`src/rtl/datamem_arbiter.sv`:
```
// Round-robin arbiter/sequencer granting one of two requesters access to a
// single-ported data memory, one transaction at a time (IDLE -> ACCESS -> RESP).
module datamem_arbiter #(
  parameter int WIDTH     = 32,
  parameter int ADDR_BITS = 5
) (
  input  logic                 clk,
  input  logic                 rst,
  input  logic [1:0]           req_valid_i,
  output logic [1:0]           req_ready_o,
  input  logic [1:0]           req_we_i,
  input  logic [WIDTH-1:0]     req_addr0_i,
  input  logic [WIDTH-1:0]     req_addr1_i,
  input  logic [WIDTH-1:0]     req_wdata0_i,
  input  logic [WIDTH-1:0]     req_wdata1_i,
  output logic [1:0]           rsp_valid_o,
  input  logic [1:0]           rsp_ready_i,
  output logic [WIDTH-1:0]     rsp_rdata_o,
  output logic                 mem_we_o,
  output logic [ADDR_BITS-1:0] mem_addr_o,
  output logic [WIDTH-1:0]     mem_wdata_o,
  input  logic [WIDTH-1:0]     mem_rdata_i
);

  typedef enum logic [1:0] {IDLE, ACCESS, RESP} state_e;

  state_e               state_q, state_d;
  logic                 last_grant_q, last_grant_d;
  logic                 winner_q, winner_d;
  logic                 we_q, we_d;
  logic [ADDR_BITS-1:0] addr_q, addr_d;
  logic [WIDTH-1:0]     wdata_q, wdata_d;
  logic [WIDTH-1:0]     rdata_q, rdata_d;
  logic                 grant;

  always_ff @(posedge clk or posedge rst) begin
    if (rst) begin
      state_q      <= IDLE;
      last_grant_q <= 1'b1;
      winner_q     <= 1'b0;
      we_q         <= 1'b0;
      addr_q       <= '0;
      wdata_q      <= '0;
      rdata_q      <= '0;
    end else begin
      state_q      <= state_d;
      last_grant_q <= last_grant_d;
      winner_q     <= winner_d;
      we_q         <= we_d;
      addr_q       <= addr_d;
      wdata_q      <= wdata_d;
      rdata_q      <= rdata_d;
    end
  end

  // On a tie the requester that did not win last time gets the grant.
  assign grant = (req_valid_i == 2'b11) ? ~last_grant_q : req_valid_i[1];

  always_comb begin
    state_d      = state_q;
    last_grant_d = last_grant_q;
    winner_d     = winner_q;
    we_d         = we_q;
    addr_d       = addr_q;
    wdata_d      = wdata_q;
    rdata_d      = rdata_q;
    req_ready_o  = 2'b00;
    rsp_valid_o  = 2'b00;
    mem_we_o     = 1'b0;
    case (state_q)
      IDLE: begin
        if (|req_valid_i) begin
          req_ready_o[grant] = 1'b1;
          winner_d           = grant;
          last_grant_d       = grant;
          we_d               = req_we_i[grant];
          addr_d             = grant ? req_addr1_i[ADDR_BITS-1:0] : req_addr0_i[ADDR_BITS-1:0];
          wdata_d            = grant ? req_wdata1_i : req_wdata0_i;
          state_d            = ACCESS;
        end
      end
      ACCESS: begin
        mem_we_o = we_q;
        rdata_d  = we_q ? '0 : mem_rdata_i;
        state_d  = RESP;
      end
      RESP: begin
        rsp_valid_o[winner_q] = 1'b1;
        if (rsp_ready_i[winner_q]) state_d = IDLE;
      end
      default: state_d = IDLE;
    endcase
  end

  assign mem_addr_o  = addr_q;
  assign mem_wdata_o = wdata_q;
  assign rsp_rdata_o = rdata_q;

endmodule

```
`config.mk`:
```
export PLATFORM = sky130hd
export DESIGN_NAME = datamem_arbiter
export DESIGN_NICKNAME = d
export VERILOG_FILES = /design/src/rtl/datamem_arbiter.sv
export SDC_FILE = /design/constraint.sdc
export NUM_CORES = 1
export LEC_CHECK = 0
export ABC_CLOCK_PERIOD_IN_PS = 2060
export BUFFER_PORTS_ARGS = -buffer_cell sky130_fd_sc_hd__buf_2
export CELL_PAD_IN_SITES_DETAIL_PLACEMENT = 0
export CELL_PAD_IN_SITES_GLOBAL_PLACEMENT = 1
export CORE_MARGIN = 2
export CORE_UTILIZATION = 28
export CTS_CLUSTER_SIZE = 24
export DETAILED_ROUTE_END_ITERATION = 8
export PLACE_DENSITY_LB_ADDON = 0.25
export SYNTH_ARGS = -nofsm -noshare
export SYNTH_HDL_FRONTEND = slang
export SYNTH_SLANG_ARGS = --single-unit
```
`constraint.sdc`:
```
create_clock -name clk -period 2.06 [get_ports clk]
set_clock_uncertainty 0.05 [all_clocks]
set_input_delay 0.103 -clock clk [delete_from_list [all_inputs] [get_ports clk]]
set_output_delay 0.103 -clock clk [all_outputs]
set_load 0.05 [all_outputs]
```
# [Yosys cells after proc, flatten, opt, wreduce, memory -nomap -nowiden]
# Cells that the tools add are included.
[word_totals] regBits=74 input_bits=168 word_cells=42
[classes] n_lt_le_gt_ge=4 n_eq_ne=5 mux=19 bitwise_logic=1 reduce_logical=6
[ops] cell="$mux 32" count=2
[ops] cell="$mux 2" count=5
[ops] cell="$mux 1" count=8
[ops] cell="$pmux 2 s3" count=1
[ops] cell="$mux 5" count=1
[ops] cell="$eq 2x2->1 const B" count=2
[ops] cell="$lt 1x2->1 const B" count=2
[ops] cell="$ne 2x2->1 const B" count=2
[ops] cell="$reduce_and 2->1" count=2
[ops] cell="$demux 1 s1" count=2
[ops] cell="$eq 2x1->1 const B" count=1
[ops] cell="$ge 1x1->1 const B" count=2
[ops] cell="$logic_and 1x1->1" count=2
[ops] cell="$logic_not 2->1" count=1
[ops] cell="$reduce_or 2->1" count=1
[ops] cell="$not 1->1" count=1

# [Logic depth before layout (Yosys ltp)]
# Gate-level depths: netlist (run 1).
[depth] word_depth=8 depth_mapped=5 ltp_nobuf=3

# [Worst setup path before layout (run 1)]
# No wires, ideal clock.
[synth_timing] path_kind="flip-flop to flip-flop" startpoint="register last_grant_q" endpoint="register winner_q" setup_ns=0.078 arrival_time_ns=2.048 slack_ns=-0.116 path_stages_with_launch=5 path_buffers=1 cell_sequence="dfstp_2 -> a21bo_4 -> buf_6 -> nor3_1 -> o21bai_1"
[synth_between] elab_chain_len=2
[synth_lines] element="from (decl)" line="28" source="logic last_grant_q, last_grant_d;"
[synth_lines] element="from (signal assigned)" line="47" source="last_grant_q <= last_grant_d;"
[synth_lines] element="$not 1->1" line="57" source="assign grant = (req_valid_i == 2'b11) ? ~last_grant_q : req_valid_i[1];"
[synth_lines] element="$mux 1" line="57"
[synth_lines] element="to (signal assigned)" line="48" source="winner_q <= winner_d;"
[synth_lines] element="to (decl)" line="29" source="logic winner_q, winner_d;"
# No other way between the ends.
# A chain may end at the register's enable or synchronous reset.

# [Worst setup path after layout (run 1)]
[layout_timing] startpoint="register state_q[0]" endpoint="output req_ready_o[0]"
[layout_between] elab_chain_len=2
[layout_lines] element="from (decl)" line="27" source="state_e state_q, state_d;"
[layout_lines] element="from (signal assigned)" line="46" source="state_q <= state_d;"
[layout_lines] element="$logic_not 2->1" line="70" source="case (state_q)"
[layout_lines] element="$mux 2" line="70"
[layout_lines] element="to (decl)" line="10" source="output logic [1:0] req_ready_o,"
# No other way between the ends.

==> results of run 1 <==
cells in the final DEF, fill, tap and decap left out, drive strengths merged:
master	synthesis	final
clkinvlp	0	1
mux2i	2	2
clkinv	1	4
dfstp	1	1
clkbuf	9	11
o21a	1	1
o21ai	33	33
nor3	1	1
a21oi	1	1
nand2b	2	2
bufinv	0	2
nor2	4	4
and2	1	1
o21bai	1	1
nand2	64	64
mux2	75	75
buf	9	199
inv	2	1
dlygate4sd3	0	35
a21bo	1	1
a31oi	1	1
dfrtp	73	73
state kept, by name, indices dropped and copies added, names as in the netlist:
signal        cells
mem_wdata_o      32
rsp_rdata_o      32
mem_addr_o        5
state_q           2
last_grant_q      1
we_q              1
winner_q          1
area by class of cell:
class / count / area (µm²) / share of cell area
Inverter: 3 / 12.5 / 0.00228
Tap cell: 172 / 215 / 0.0392
Clock inverter: 5 / 77.6 / 0.0141
Clock buffer: 11 / 243 / 0.0442
Timing Repair Buffer: 234 / 1450 / 0.264
Sequential cell: 74 / 1850 / 0.338
Multi-Input combinational cell: 187 / 1640 / 0.298
where the power goes:
group          total, mW  internal [mW]  switching (mW)
clock               1.66           1.09           0.574
sequential          2.47           2.11           0.353
combinational       5.26           1.80            3.46
cell families after synthesis:
logic type,after synthesis,share of synthesized area
compound gates,38,0.0576
buf+inv,21,0.0347
mux,77,0.317
simple gates,72,0.0773
flops,74,0.514
worst paths after layout:
kind,endpoint,slack (ns),depth (start not counted)
setup reg to reg,mem_wdata_o[11],0.32,4
hold / removal,we_q,0.04,3
setup / recovery,req_ready_o[0],0.18,4
max in group asynchronous,last_grant_q,1.27,4
hold reg to reg,rsp_rdata_o[10],0.42,2
min in group asynchronous,mem_wdata_o[14],0.35,4
through the flow:
| stage | utilization | setup slack [ns] | hold WS [ns] |
|---|---|---|---|
| 6_report | 0.435 | 0.180 | 0.0411 |
| 5_1_grt | 0.435 | 0.0522 | 0.0522 |
| 4_1_cts | 0.435 | 0.148 | 0.0298 |
| 3_3_place_gp | 0.382 | 0.349 | 0.165 |
| 3_5_place_dp | 0.382 | 0.323 | 0.173 |
| 2_1_floorplan | - | 0.0270 | 0.123 |
metal layers:
layer / vias up / wire length, µm / global-route usage
li1: 1409 / - / -
met1: 1258 / 3950 / 0.170
met2: 135 / 3980 / 0.209
met3: 7 / 727 / 0.0329
met4: 0 / 114 / 0.0565
met5: - / 0 / 0
critical path: cells and delay by family (launching register included):
family / cells / cell delay [ns]
compound gates: 1 / 0.34
buf+inv: 1 / 0.26
flops: 1 / 0.43
simple gates: 2 / 0.38
==> flow_metrics.env, run 1 <==
export IMPL_status="completed"
export IMPL_worstPathArrival_ns=1.73
export IMPL_dpl_cell_area_um2=4820
export IMPL_fin_tns_setup_ns=0
export IMPL_post_layout_nonfiller_instances=686
export IMPL_syn2layout_area_growth_pct=52.2
export IMPL_vias=2809
export IMPL_via_per_inst=4.09
export IMPL_worst_pin_slew_ns=0.466
export IMPL_setup_viol=0
export IMPL_ant_nets=0
export IMPL_synthesis_area_um2=3610
export IMPL_slew_viol_final=0
export IMPL_setup_worst_path_start="state_q[0]"
export IMPL_start_kind="flop"
export IMPL_synth_edf_count=0
export IMPL_initial_core_util=0.286
export IMPL_maxCapViolCount=0
export IMPL_cts_setup_buffers=0
export IMPL_drc=0
export IMPL_post_synth_inst_count=282
export IMPL_routedWlPerCell_um=12.8
export IMPL_grt_pass1_wl_mm=14.5
export IMPL_dp_hpwl_mm=6.24
export IMPL_ys_seq_elements=74
export IMPL_io_buffer_count=187
export IMPL_power_density_nw_per_um2=1710
export IMPL_clk_pin_slew_ns=0.06
export IMPL_cts_resized_gates=0
export IMPL_synth_area_leaders="dfrtp_1, mux2_4, nand2_1"
export IMPL_critPathRequiredTime_ns=1.91
export IMPL_total_power_mw=9.39
export IMPL_cts_htree_levels=3
export IMPL_dp_cells=635
export IMPL_max_freq_ghz=0.532
export IMPL_die_w_um=118
export IMPL_gp_congestion=0.687
export IMPL_cts_tree="yes"
export IMPL_hp_class="in2reg"
export IMPL_design_area_um2=5490
export IMPL_grt_pass1_vias=2955
export IMPL_cp_slowest_stage_delay_ns=0.43
export IMPL_core_area_um2=12600
export IMPL_layout_drive_gt1_share=0.574
export IMPL_die_area_um2=13800
export IMPL_cts_buffer_depth=2
export IMPL_synth_distinct_cells=22
export IMPL_synth_flop_cell="dfrtp_1"
export IMPL_path_max_fanout=9
export IMPL_synth_top_area_cell="dfrtp_1"
export IMPL_vdd_drop_max_mv=0.689
export IMPL_clk_latency_ns=0.32
export IMPL_min_delay_start="req_we_i[1]"
export IMPL_root_buffer="clkbuf_16"
export IMPL_synth_top_cell_area_share=0.506
export IMPL_yosysMostFrequentCell="mux2_4"
export IMPL_crit_chain="nor2_1 > o21a_2 > and2_1 > buf_2"
export IMPL_antenna_found_initial=0
export IMPL_hold_buffers=35
export IMPL_dr_pass1_iters=4
export IMPL_yosysSeqAreaShare=0.514
export IMPL_timing_final_crit_share=0.913
export IMPL_diodes=0
export IMPL_period_needed_ns=1.88
export IMPL_end_kind="output pin"
export IMPL_grt_usage=0.131
export IMPL_leakage_nw=2.90
export IMPL_drt_wl_total_mm=8.77
export IMPL_rows=41
export IMPL_reg2reg_from="state_q[0]"
export IMPL_path_class="reg2out"
export IMPL_synth_fp_nets=450
export IMPL_hold_violations=0
export IMPL_async_flop_share=1.00
export IMPL_cts_buffers_inserted=9
export IMPL_rsz0062_at_grt="no"
export IMPL_synth_common_cells="mux2_4, dfrtp_1, nand2_1"
export IMPL_slowest_stage="dfrtp_1"
export IMPL_die_h_um=118
export IMPL_drt_iter0_markers=119
export IMPL_grt_max_degree=75
export IMPL_yosys_warnings=0
export IMPL_ios=242
export IMPL_final_nets=677
export IMPL_slew_headroom=0.690
export IMPL_fill_cells=1231
export IMPL_grt_ovfl_total=0
export IMPL_clock_sinks=74
export IMPL_syn_avg_cell_area_um2=12.8
No activity file was read; power rests on OpenSTA's default activity.
==> inputs of run 2 (changes only) <==
ABC_AREA = 1   (was unset)
CORE_UTILIZATION = 25   (was 28)
==> flow_metrics.env, run 2 <==
export IMPL_status="completed"
export IMPL_grt_usage=0.149
export IMPL_rows=43
export IMPL_drt_wl_total_mm=11.3
export IMPL_end_kind="output pin"
export IMPL_slowest_stage="dfstp_2"
export IMPL_synth_flop_cell="dfrtp_1"
export IMPL_async_flop_share=1.00
export IMPL_slew_viol_final=0
export IMPL_path_class="reg2out"
export IMPL_gp_congestion=0.755
export IMPL_synth_top_area_cell="dfrtp_1"
export IMPL_cp_slowest_stage_delay_ns=0.53
export IMPL_hold_buffers=34
export IMPL_grt_pass1_wl_mm=18.9
export IMPL_yosysSeqAreaShare=0.513
export IMPL_synth_fp_nets=662
export IMPL_setup_viol=0
export IMPL_crit_family="flip-flops"
export IMPL_fin_tns_setup_ns=0
export IMPL_final_common_cell="buf_2"
export IMPL_io_buffer_count=187
export IMPL_slew_headroom=0.658
export IMPL_hp_class="in2reg"
export IMPL_cts_buffer_depth=2
export IMPL_hold_violations=0
export IMPL_synth_common_cells="nand2_1, nand3_1, inv_1"
export IMPL_root_buffer="clkbuf_16"
export IMPL_synth_edf_count=0
export IMPL_diodes=0
export IMPL_power_density_nw_per_um2=1700
export IMPL_critPathRequiredTime_ns=1.91
export IMPL_worstPathArrival_ns=1.74
export IMPL_clkPwrFrac=0.175
export IMPL_die_h_um=124
export IMPL_cts_resized_gates=0
export IMPL_power_frac_seq=0.273
export IMPL_yosys_warnings=0
export IMPL_worst_pin_slew_ns=0.512
export IMPL_fill_cells=1498
export IMPL_timing_final_crit_share=0.920
export IMPL_crit_chain="nand2_1 > nand2_1 > buf_4 > nor2_1 > buf_2"
export IMPL_cts_setup_buffers=0
export IMPL_rsz0062_at_grt="no"
export IMPL_post_layout_nonfiller_instances=894
export IMPL_initial_core_util=0.258
export IMPL_core_area_um2=14000
export IMPL_dr_pass1_iters=4
export IMPL_layout_drive_gt1_share=0.311
export IMPL_vias=3778
export IMPL_dp_slack_ns=0.487
export IMPL_drt_iter0_markers=152
export IMPL_vdd_drop_max_mv=0.714
export IMPL_critPathBufInv=2
export IMPL_power_frac_comb=0.552
export IMPL_dp_hpwl_mm=7.74
export IMPL_synth_top_cell_area_share=0.506
export IMPL_syn_avg_cell_area_um2=7.31
export IMPL_dp_cells=844
export IMPL_cts_buffers_inserted=9
export IMPL_internal_power_mw=4.29
export IMPL_ant_nets=0
export IMPL_cts_htree_levels=3
export IMPL_clock_sinks=74
export IMPL_rrSetupSlack_ns=0.52
export IMPL_post_synth_inst_count=494
export IMPL_setup_slack_ns=0.164
export IMPL_clk_pin_slew_ns=0.06
export IMPL_via_per_inst=4.23
export IMPL_synth_distinct_cells=14
export IMPL_routedWlPerCell_um=12.6
export IMPL_syn2layout_area_growth_pct=48.9
export IMPL_total_power_mw=9.13
export IMPL_p_switching_mw=4.84
export IMPL_leakage_nw=3.29
export IMPL_layout_common_cells="buf_2, nand2_1, nand3_1, inv_1, dfrtp_1"
export IMPL_start_kind="flop"
export IMPL_synth_area_leaders="dfrtp_1, nand2_1, nand3_1"
export IMPL_grt_pass1_vias=3778
export IMPL_drc=0
export IMPL_path_max_fanout=10
export IMPL_synthesis_area_um2=3610
export IMPL_ys_seq_elements=74
export IMPL_ios=242
export IMPL_die_area_um2=15400
export IMPL_die_w_um=124
export IMPL_grt_ovfl_total=0
export IMPL_crit_top_cell="nand2_1"
export IMPL_grt_max_degree=48
export IMPL_period_needed_ns=1.90
export IMPL_maxCapViolCount=0
export IMPL_cts_tree="yes"
export IMPL_max_freq_ghz=0.527
export IMPL_power_share_switching=0.530
export IMPL_clk_latency_ns=0.32
export IMPL_antenna_found_initial=1
export IMPL_yosysMostFrequentCell="nand2_1"
export IMPL_final_util=0.385
export IMPL_final_nets=877
-- run 2: power groups by stage --
| stage | sequential (mW) | combinational, mW | clock (mW) |
|---|---|---|---|
| floorplan | 4.62 | 1.64 | 0 |
| global placement | 2.50 | 5.03 | 0 |
| detailed placement | 2.50 | 5.07 | 0 |
| CTS | 2.50 | 5.11 | 1.64 |
| global route | 2.59 | 5.45 | 1.72 |
| finish | 2.49 | 5.04 | 1.60 |
-- run 2: cell families after synthesis --
family / synth area share
buffers and inverters: 0.129
AND/OR/NAND/NOR: 0.356
flip-flops: 0.513
AO/OA/AOI/OAI: 0.00138
-- run 2: worst min-delay path: stages --
cell     delay [ns]
buf_2          0.08
nand2_1        0.05
nand3_1        0.07
nand2_1        0.05
-- run 2: metrics by stage --
stage / hold WS (ns) / area (µm²)
after detailed placement: 0.110 / 4730
after global placement: 0.106 / 4730
after global routing: 0.0170 / 5380
final: 0.0117 / 5380
after floorplan: 0.191 / 3610
after CTS: 0.00326 / 5380
-- run 2: final cells by class --
type | instances | area (µm²) | share of cell area
Timing Repair Buffer | 233 | 1380 | 0.256
Clock buffer | 12 | 256 | 0.0477
Clock inverter | 4 | 50.0 | 0.00930
Sequential cell | 74 | 1850 | 0.344
Tap cell | 180 | 225 | 0.0419
Inverter | 86 | 324 | 0.0602
Multi-Input combinational cell | 305 | 1290 | 0.240
-- run 2: path summary, 6_finish.rpt --
kind                                     start  depth (start not counted)             end
worst min register to register    last_grant_q                          2    last_grant_q
worst max register to register    last_grant_q                          6        winner_q
max in group asynchronous                  rst                          4    last_grant_q
worst min-delay path            rsp_ready_i[0]                          4      state_q[1]
min in group asynchronous                  rst                          3  rsp_rdata_o[8]
worst max-delay path              last_grant_q                          5  req_ready_o[1]
-- run 2: routing by layer --
metal	global-route usage	share of wire	vias to the layer above
met5	0	0.0012	-
met1	0.198	0.46	1704
li1	-	-	1917
met3	0.0482	0.085	11
met4	0.0423	0.011	2
met2	0.233	0.44	144
